`src/rtl/pulse_gen_pkg.sv`:
```
// Shared types and default widths for the pulse generator and its measurement counterpart.
// Combinational definitions only; no latency, no flow control.
// No backpressure; constants and the FSM state type are consumed by importers.
package pulse_gen_pkg;

    localparam int PG_CNT_W = 32;
    localparam int PG_NUM_W = 16;

    typedef enum logic [1:0] {
        PG_IDLE = 2'd0,
        PG_HIGH = 2'd1,
        PG_LOW  = 2'd2
    } pg_state_t;

endpackage

```
`src/rtl/pg_phase_counter.sv`:
```
// Loadable down-counter with zero flag, shared by the high and low phases.
// Load/decrement take effect on the next edge; zero is combinational from the count.
// No backpressure; decrement saturates at zero.
module pg_phase_counter
    import pulse_gen_pkg::*;
#(
    parameter int CNT_W = PG_CNT_W
) (
    input  logic             clk,
    input  logic             reset_n,
    input  logic             load,
    input  logic [CNT_W-1:0] load_val,
    input  logic             dec,
    output logic             zero
);

    logic [CNT_W-1:0] count;

    always_ff @(posedge clk or negedge reset_n) begin
        if (!reset_n) begin
            count <= '0;
        end else if (load) begin
            count <= load_val;
        end else if (dec && (count != '0)) begin
            count <= count - CNT_W'(1);
        end
    end

    assign zero = (count == '0);

endmodule

```
`src/rtl/pulse_width_generator.sv`:
```
// Programmable pulse-train generator (width+1 high, gap+1 low, num_pulses times); macro PULSE_WIDTH_GENERATOR_CONTINUOUS_EN makes num_pulses=0 run until abort.
// pulse_out rises on the edge that accepts start; done strobes the cycle after the final high phase.
// start is ignored while busy; abort wins over everything and returns to idle on the next edge.
module pulse_width_generator
    import pulse_gen_pkg::*;
#(
    parameter int CNT_W = PG_CNT_W,
    parameter int NUM_W = PG_NUM_W
) (
    input  logic             clk,
    input  logic             reset_n,
    input  logic             start,
    input  logic             abort,
    input  logic [CNT_W-1:0] width,
    input  logic [CNT_W-1:0] gap,
    input  logic [NUM_W-1:0] num_pulses,
    output logic             pulse_out,
    output logic             busy,
    output logic             done,
    output logic [NUM_W-1:0] pulses_sent
);

    pg_state_t        state, state_nx;
    logic [CNT_W-1:0] width_lat, gap_lat, cnt_load_val;
    logic [NUM_W-1:0] num_lat, num_eff, sent_inc, sent_nx;
    logic             cnt_load, cnt_dec, cnt_zero;
    logic             latch, last, pulse_nx, done_nx;

    pg_phase_counter #(.CNT_W(CNT_W)) u_phase_counter (
        .clk      (clk),
        .reset_n  (reset_n),
        .load     (cnt_load),
        .load_val (cnt_load_val),
        .dec      (cnt_dec),
        .zero     (cnt_zero)
    );

    assign sent_inc = pulses_sent + NUM_W'(1);

`ifdef PULSE_WIDTH_GENERATOR_CONTINUOUS_EN
    // A latched count of zero never matches, so the train runs until abort.
    assign num_eff = num_pulses;
    assign last    = (sent_inc == num_lat) && (num_lat != '0);
`else
    assign num_eff = (num_pulses == '0) ? NUM_W'(1) : num_pulses;
    assign last    = (sent_inc == num_lat);
`endif

    assign busy = (state != PG_IDLE);

    always_comb begin
        state_nx     = state;
        pulse_nx     = pulse_out;
        done_nx      = 1'b0;
        sent_nx      = pulses_sent;
        cnt_load     = 1'b0;
        cnt_load_val = width_lat;
        cnt_dec      = 1'b0;
        latch        = 1'b0;
        if (abort) begin
            state_nx = PG_IDLE;
            pulse_nx = 1'b0;
        end else begin
            case (state)
                PG_IDLE: begin
                    pulse_nx = 1'b0;
                    if (start) begin
                        latch        = 1'b1;
                        cnt_load     = 1'b1;
                        cnt_load_val = width;
                        sent_nx      = '0;
                        state_nx     = PG_HIGH;
                        pulse_nx     = 1'b1;
                    end
                end
                PG_HIGH: begin
                    if (!cnt_zero) begin
                        cnt_dec = 1'b1;
                    end else begin
                        sent_nx  = sent_inc;
                        pulse_nx = 1'b0;
                        if (last) begin
                            state_nx = PG_IDLE;
                            done_nx  = 1'b1;
                        end else begin
                            cnt_load     = 1'b1;
                            cnt_load_val = gap_lat;
                            state_nx     = PG_LOW;
                        end
                    end
                end
                PG_LOW: begin
                    if (!cnt_zero) begin
                        cnt_dec = 1'b1;
                    end else begin
                        cnt_load = 1'b1;
                        state_nx = PG_HIGH;
                        pulse_nx = 1'b1;
                    end
                end
                default: begin
                    state_nx = PG_IDLE;
                    pulse_nx = 1'b0;
                end
            endcase
        end
    end

    always_ff @(posedge clk or negedge reset_n) begin
        if (!reset_n) begin
            state       <= PG_IDLE;
            pulse_out   <= 1'b0;
            done        <= 1'b0;
            pulses_sent <= '0;
            width_lat   <= '0;
            gap_lat     <= '0;
            num_lat     <= '0;
        end else begin
            state       <= state_nx;
            pulse_out   <= pulse_nx;
            done        <= done_nx;
            pulses_sent <= sent_nx;
            if (latch) begin
                width_lat <= width;
                gap_lat   <= gap;
                num_lat   <= num_eff;
            end
        end
    end

endmodule

```
`config.mk`:
```
export PLATFORM = sky130hd
export DESIGN_NAME = pulse_width_generator
export DESIGN_NICKNAME = d
export VERILOG_FILES = /design/src/rtl/pulse_gen_pkg.sv /design/src/rtl/pg_phase_counter.sv /design/src/rtl/pulse_width_generator.sv
export SDC_FILE = /design/constraint.sdc
export NUM_CORES = 1
export LEC_CHECK = 0
export CAP_MARGIN = 25
export CORE_MARGIN = 2
export CORE_UTILIZATION = 45
export CTS_CLUSTER_DIAMETER = 50
export DETAILED_ROUTE_END_ITERATION = 12
export PLACE_DENSITY = 0.66
export SLEW_MARGIN = 5
export SYNTH_ARGS = -nofsm -noshare
export SYNTH_HDL_FRONTEND = slang
export SYNTH_SLANG_ARGS = --single-unit
```
`constraint.sdc`:
```
create_clock -name clk -period 4 [get_ports clk]
set_clock_uncertainty 0.05 [all_clocks]
set_input_delay 0.8 -clock clk [delete_from_list [all_inputs] [get_ports clk]]
set_output_delay 0.8 -clock clk [all_outputs]
set_load 0.05 [all_outputs]
```
# After elaboration in Yosys (flattened, before gate mapping)

Cells that the tools add are included.

Register bits: 132
Output and inout bits: 19

Add/subtract/negate cells: 2
Bitwise gates (word level): 1
Equality and inequality tests: 8
Reductions and logical operators: 12
Mux-type cells: 36

Operators by type and width:

| cell                  | count |
|---|---|
| $mux 32               | 6 |
| $pmux 32 s2           | 1 |
| $mux 16               | 3 |
| $logic_not 32->1      | 1 |
| $pmux 16 s2           | 1 |
| $reduce_bool 32->1    | 1 |
| $sub 32x1->32 const B | 1 |
| $mux 1                | 17 |
| $add 16x1->16 const B | 1 |
| $eq 16x16->1          | 1 |
| $logic_not 16->1      | 1 |
| $mux 2                | 5 |
| $ne 3x3->1 const B    | 3 |
| $pmux 1 s3            | 2 |
| $pmux 2 s3            | 1 |
| $reduce_bool 2->1     | 3 |
| $ne 2x2->1 const B    | 2 |
| $reduce_and 4->1      | 1 |
| $reduce_and 3->1      | 1 |
| $eq 2x1->1 const B    | 1 |
| $eq 2x2->1 const B    | 1 |
| $logic_not 2->1       | 1 |
| $reduce_and 2->1      | 1 |
| $reduce_or 2->1       | 1 |
| other kinds (2)       | 2 |

# Depth between registers and ports, before layout

Gate-level depths: netlist of the first run.

Word-level depth: 7
Mapped depth: 13
Depth with buffers taken out: 11

# Cells and area by module

Synthesis of the first run repeated with hierarchy kept, for this count alone.

Cell total of the unflattened synthesis: 873
Area total of the unflattened synthesis: 8135.3 um^2

Modules (own cells, without submodules):

| module                | area an instance (um^2) | cells each | instances |
|---|---|---|---|
| pulse_width_generator | 6068.3                  | 639        | 1 |
| pg_phase_counter      | 2067.0                  | 234        | 1 |

# Worst setup path before layout of the first run

Ideal clock, no wire load.

Kind: register to register
Start: register pulses_sent[0]
End: register u_phase_counter.count[10]
Path buffers: 2
Data required time: 3.828 ns
Library setup time: 0.122 ns
Clock period less this slack: 3.612 ns
Data arrival time: 3.439 ns
Cell stages (with the launch flop): 13
Slack: 0.388 ns
Cells stage by stage: dfrtp_1 > ha_1 > clkbuf_1 > nand2_1 > o311a_1 > or3_1 > a2111o_1 > nor4b_2 > nand3_2 > a21oi_4 > buf_2 > nand2_1 > o2bb2ai_1

Longest elaborated chain between the ends: 7
Elaborated cells between the ends (all ways): 12

Ends and longest elaborated chain:

| item                                         | RTL line                     | RTL |
|---|---|---|
| start: declaration                           | pulse_width_generator.sv:20  | `output logic [NUM_W-1:0] pulses_sent` |
| start signal: assignment                     | pulse_width_generator.sv:122 | `pulses_sent <= sent_nx;` |
| $add 16x1->16 (*)                            | pulse_width_generator.sv:38  | `assign sent_inc = pulses_sent + NUM_W'(1);` |
| $eq 16x16->1 (*)                             | pulse_width_generator.sv:46  | `assign last = (sent_inc == num_lat);` |
| $mux 1 or $mux 32 (tied branches)            | pulse_width_generator.sv:82  | `if (last) begin` |
| $mux 1 or $mux 32 (tied branches)            | pulse_width_generator.sv:77  | `if (!cnt_zero) begin` |
| $pmux 1 s3 or $pmux 32 s2 (tied branches)    | pulse_width_generator.sv:64  | `case (state)` |
| $mux 1 or $mux 32 (tied branches)            | pulse_width_generator.sv:60  | `if (abort) begin` |
| $mux 32 or $reduce_bool 2->1 (tied branches) | --                           |  |
| end signal: assignment                       | pg_phase_counter.sv:23       | `count <= load_val;` |
| end signal: assignment                       | pg_phase_counter.sv:25       | `count <= count - CNT_W'(1);` |
| end: declaration                             | pg_phase_counter.sv:17       | `logic [CNT_W-1:0] count;` |

Every way passes the cells marked *; elsewhere a longest branch is shown, timed or not.
A chain may end at the register's enable or synchronous reset.

# Worst setup path in the final report of the first run

Start: register pulses_sent[7]
End: register u_phase_counter.count[25]

Same word-level chain as after synthesis.

==> flow_summary.json, run 1 <==
{
  "tightest_slew_ns": 0.802,
  "syn-num-nets": 890,
  "antenna_found_initial": 0,
  "final_common_cell": "dfrtp_1",
  "cp_max_fo": 64,
  "layout_common_cells": "dfrtp_1 (132), clkdlybuf4s50_1 (101), mux2_2 (85), nand2_1 (69), o21ai_0 (52)",
  "ios": 103,
  "end_kind": "flop",
  "drt_wl_total_um": 21800,
  "port_buffers": 102,
  "fin_cells": 1130,
  "hp-class": "in2async",
  "rrSetupSlack_ns": 0.48,
  "fmax_ghz": 0.284,
  "drc_errors": 0,
  "clockRootBuffer": "clkbuf_16",
  "reg2reg_from": "pulses_sent[7]",
  "setup_ws_ns": 0.476,
  "fin_crit_ns": 3.52,
  "synth_cells": 799,
  "place_inst": 1099,
  "worstPathArrival_ns": 3.79,
  "busiest_layer": "met2",
  "mappedNetlistArea_um2": 7750,
  "maxSlewHeadroom_pct": 46.5,
  "diodes": 0,
  "setup_violations": 0,
  "vias_per_cell": 6.01,
  "critPathRequiredTime_ns": 4.27,
  "cts_buffers": 17,
  "post-place-ws_ns": 0.557,
  "dr.pass1.iters": 5,
  "dr_total_vias": 6792,
  "yosys_register_bits": 132,
  "clock_sinks": 132,
  "clk_pin_slew_worst_paths_ns": 0.06,
  "grt_use_total_pct": 24.8,
  "r2r_end": "u_phase_counter.count[25]",
  "setup.worst_path.class": "reg2reg",
  "first_global_vias": 6732,
  "hold_buffers": 0,
  "grt_pass1_wl_um": 35500,
  "use_met2_pct": 37.4,
  "drtIter0Drc": 576,
  "dp_hpwl_um": 15700,
  "fin_setup_tns_ns": 0,
  "synth_ff_type": "dfrtp_1",
  "ant_nets": 0,
  "grt_use_met3_pct": 5.57,
  "cap_violations": 0,
  "peakVddDrop_v": 0.000373,
  "gr-total-overflow": 0,
  "routedWlPerCell_um": 19.3,
  "die_x_um": 135,
  "fin_total_pwr_mw": 6.26,
  "ys_types": 65,
  "nets": 989,
  "h-tree-depth": 4,
  "postSynthAreaPerCell_um2": 9.71,
  "rsz0062_at_grt": "no",
  "drive_gt1_share_pct": 17.9,
  "slew_violations": 0,
  "yosysSeqAreaShare_pct": 42.6,
  "die_h_um": 135,
  "insertion_delay_ns": 0.42,
  "yosys_warnings": 0,
  "min_period_over_period_pct": 88.1,
  "grt_max_degree": 65,
  "post_cts_buffers": 0,
  "crit_path_end": "u_phase_counter.count[25]",
  "cts_tree": "yes",
  "powerDensity_nw_per_um2": 645,
  "row_count": 47,
  "run_status": "complete, no violations",
  "core_um2": 16700,
  "initial_utilization_pct": 46.4,
  "routabilityCongestion": 0.889,
  "hold_violations": 0,
  "async_flop_share_pct": 100,
  "dieArea_um2": 18300,
  "crit_start": "pulses_sent[7]",
  "cp-start-kind": "flop",
  "synth_edf_count": 0,
  "nFillCells": 1454,
  "hold_slack_ns": 0.387,
  "use_met1_pct": 35.9,
  "leakagePower_nw": 3.76,
  "ff2ff_path_depth": 10,
  "clk_path_buf_depth": 2,
  "areaGrowthSynthToFinish_pct": 25.1,
  "cts_resized": 0
}
[synthesized netlist by cell type, types with 9 or more instances]
master | instances | area (um2)
nor3_1 | 14 | 70.1
nor2b_1 | 12 | 75.1
mux2_2 | 85 | 957
nand3_1 | 23 | 115
xnor2_1 | 26 | 228
xor2_1 | 17 | 149
a31oi_1 | 12 | 75.1
nand2_1 | 69 | 259
or3_1 | 20 | 125
buf_2 | 10 | 50.1
dfrtp_1 | 132 | 3300
clkbuf_1 | 39 | 146
a221oi_1 | 18 | 158
a21oi_1 | 31 | 155
and2_1 | 9 | 56.3
a22oi_1 | 14 | 105
o2bb2ai_1 | 9 | 78.8
nor2_1 | 35 | 131
nor4_1 | 18 | 113
inv_1 | 32 | 120
o21ai_0 | 52 | 260
[worst max-delay path, stage by stage, from the launching register on]
cell and delay [ns]:
dfrtp_1 0.56, nand4_4 0.24, o311a_1 0.43, or3_1 0.38, a2111o_1 0.43, nor4b_2 0.31, nand3_2 0.20, a21oi_4 0.20
buf_12 0.28, a21oi_1 0.07, a22oi_1 0.27
[layer usage]
layer	share of wire [%]	wire, um	up-vias
met4	1.8	388	0
met1	47	10300	3360
met2	44	9680	253
met5	0	0	-
li1	-	-	3144
met3	6.8	1470	35
[area by class of cell]
| cell class | count | area (um2) | area share [%] |
|---|---|---|---|
| Multi-Input combinational cell | 581 | 4110 | 42.4 |
| Tap cell | 220 | 275 | 2.84 |
| Clock buffer | 22 | 474 | 4.89 |
| Sequential cell | 132 | 3300 | 34.0 |
| Timing Repair Buffer | 133 | 1290 | 13.3 |
| Inverter | 33 | 124 | 1.28 |
| Clock inverter | 9 | 128 | 1.32 |
[cells by family after synthesis]
kind of cell / after synthesis / synth area share, %
buffers and inverters: 86 / 4.47
XOR/XNOR: 43 / 4.86
multiplexers: 86 / 12.5
adder cells (fa/ha/maj): 7 / 1.13
flip-flops: 132 / 42.6
AND/OR/NAND/NOR: 252 / 17.3
AO/OA/AOI/OAI: 193 / 17.1
[registers in the layout, indices dropped and copies added, names as in the netlist]
signal	flops
width_lat	32
state	2
done	1
gap_lat	32
pulses_sent	16
pulse_out	1
num_lat	16
u_phase_counter.count	32
[through the flow]
step / utilization, % / cell area (um2)
after floorplan: - / 7750
after global placement: 54.5 / 9100
after detailed placement: 54.5 / 9100
after CTS: 58.1 / 9700
after global routing: 58.1 / 9700
final: 58.1 / 9700
[where the power goes]
group / internal, mW / leakage (nW) / total, mW / switching [mW]
Sequential: 1.93 / 1.57 / 2.50 / 0.568
Clock: 1.02 / 0.288 / 1.61 / 0.584
Combinational: 1.06 / 1.89 / 2.15 / 1.09
[worst min-delay path by stage]
stage | depth (start not counted) | from | end | slack, ns
finish | 1 | reset_n | num_lat[7] | 0.39
global route | 1 | reset_n | num_lat[0] | 0.48
CTS | 1 | reset_n | num_lat[0] | 0.44
detailed placement | 1 | gap_lat[24] | gap_lat[24] | 0.44
global placement | 1 | gap_lat[10] | gap_lat[10] | 0.44
floorplan | 2 | num_lat[0] | num_lat[0] | 0.42
Power figures use the tool's default switching activity.
==> run 2: changes to the inputs <==
Settings changed: PLACE_DENSITY 0.66 to 0.69, SKIP_CTS_REPAIR_TIMING set to 1.
Clock period 4 ns to 3.13 ns, I/O delays scaled along.
==> flow_summary.json, run 2 (synthesis results as in run 1) <==
{
  "critPathRequiredTime_ns": 3.42,
  "reg_top3": "gap_lat: 32 flops, u_phase_counter.count: 32 flops, width_lat: 32 flops",
  "routabilityCongestion": 0.931,
  "dp_hpwl_um": 15900,
  "clk_path_buf_depth": 2,
  "die_x_um": 135,
  "min_period_over_period_pct": 98.4,
  "die_h_um": 135,
  "hp-class": "in2async",
  "final_common_cell": "dfrtp_1",
  "fmax_ghz": 0.325,
  "dr.pass1.iters": 7,
  "cap_violations": 0,
  "grt_use_total_pct": 25.5,
  "run_status": "complete, no violations",
  "areaGrowthSynthToFinish_pct": 34.7,
  "clockRootBuffer": "clkbuf_16",
  "row_count": 47,
  "drc_errors": 0,
  "post-place-ws_ns": 0.0161,
  "busiest_layer": "met1",
  "place_inst": 1127,
  "port_buffers": 102,
  "routedWlPerCell_um": 19.5,
  "slowest_stage": "dfrtp_2",
  "clock_sinks": 132,
  "diodes": 0,
  "clk_pin_slew_worst_paths_ns": 0.06,
  "fin_cells": 1179,
  "slew_violations": 0,
  "first_global_vias": 6607,
  "initial_utilization_pct": 46.4,
  "setup_violations": 0,
  "drt_wl_total_um": 23000,
  "leakagePower_nw": 4.08,
  "fin_total_pwr_mw": 8.35,
  "cts_buffers": 17,
  "ant_nets": 0,
  "rsz0062_at_grt": "yes",
  "drive_gt1_share_pct": 27.4,
  "critPathMaxStageDelay_ns": 0.36,
  "core_um2": 16700,
  "crit_chain": "nand4_1, buf_4, o311a_1, or3_1, a2111o_1, nor4b_2, nand3_2, a21oi_4, buf_6, clkbuf_16, a221oi_1, a22oi_1",
  "h-tree-depth": 4,
  "vias_per_cell": 5.88,
  "nFillCells": 1389,
  "grt_use_met3_pct": 4.68,
  "setup_ws_ns": 0.0499,
  "fin_area_um2": 10400,
  "final_core_util_pct": 62.5,
  "ios": 103,
  "layout_common_cells": "dfrtp_1 (120), clkdlybuf4s50_1 (100), mux2_2 (85), nand2_1 (67), buf_4 (63)",
  "peakVddDrop_v": 0.000527,
  "cts_tree": "yes",
  "rrSetupSlack_ns": 0.05,
  "grt_pass1_wl_um": 36100,
  "maxSlewHeadroom_pct": 60.1,
  "antenna_found_initial": 0,
  "drtIter0Drc": 582,
  "use_met2_pct": 38.0,
  "insertion_delay_ns": 0.43,
  "gr-total-overflow": 0,
  "dr_total_vias": 6934,
  "nets": 1037,
  "cp-start-kind": "flop",
  "end_kind": "flop",
  "dieArea_um2": 18300,
  "use_met1_pct": 38.2,
  "grt_max_degree": 64,
  "powerDensity_nw_per_um2": 799,
  "setup.worst_path.class": "reg2reg",
  "worstPathArrival_ns": 3.37,
  "hold_slack_ns": 0.131,
  "hold_violations": 0,
  "fin_setup_tns_ns": 0,
  "place_area_um2": 9400,
  "fin_crit_ns": 3.08,
  "cp_max_fo": 5,
  "tightest_slew_ns": 0.598
}
run 2: area by class of cell:
| cell class | instances | area (um2) | area share [%] |
|---|---|---|---|
| inverter | 33 | 124 | 1.19 |
| timing repair buffer | 181 | 1750 | 16.8 |
| sequential | 132 | 3320 | 31.8 |
| clock inverter | 13 | 146 | 1.40 |
| multi-input combinational | 581 | 4380 | 41.9 |
| clock buffer | 19 | 453 | 4.34 |
| tap | 220 | 275 | 2.64 |
run 2: final timing paths:
path | start | endpoint | depth (start not counted)
setup reg to reg | pulses_sent[5] | u_phase_counter.count[22] | 12
max in group asynchronous | reset_n | pulses_sent[11] | 2
min in group clk | gap_lat[19] | gap_lat[19] | 1
setup / recovery | pulses_sent[5] | u_phase_counter.count[22] | 12
hold / removal | reset_n | num_lat[0] | 1
hold reg to reg | gap_lat[19] | gap_lat[19] | 1
run 2: per-layer routing:
layer  part of all wire [%]  up-vias
met3                    6.6       26
met5                      0        -
met1                     47     3431
met2                     45      228
met4                    1.3        0
li1                       -     3249
run 2: where the power goes:
| part | internal, mW | switching [mW] | total [mW] | leakage (nW) |
|---|---|---|---|---|
| Clock | 1.22 | 0.801 | 2.02 | 0.279 |
| Sequential | 2.47 | 0.766 | 3.24 | 1.55 |
| Combinational | 1.55 | 1.54 | 3.09 | 2.25 |
| Total | 5.24 | 3.11 | 8.35 | 4.08 |
run 2: worst max-delay path: cells and delay by family (launching register included):
family | cells | cell delay [ns]
compound gates | 5 | 1.07
simple gates | 4 | 0.97
buf+inv | 3 | 0.54
flops | 1 | 0.36
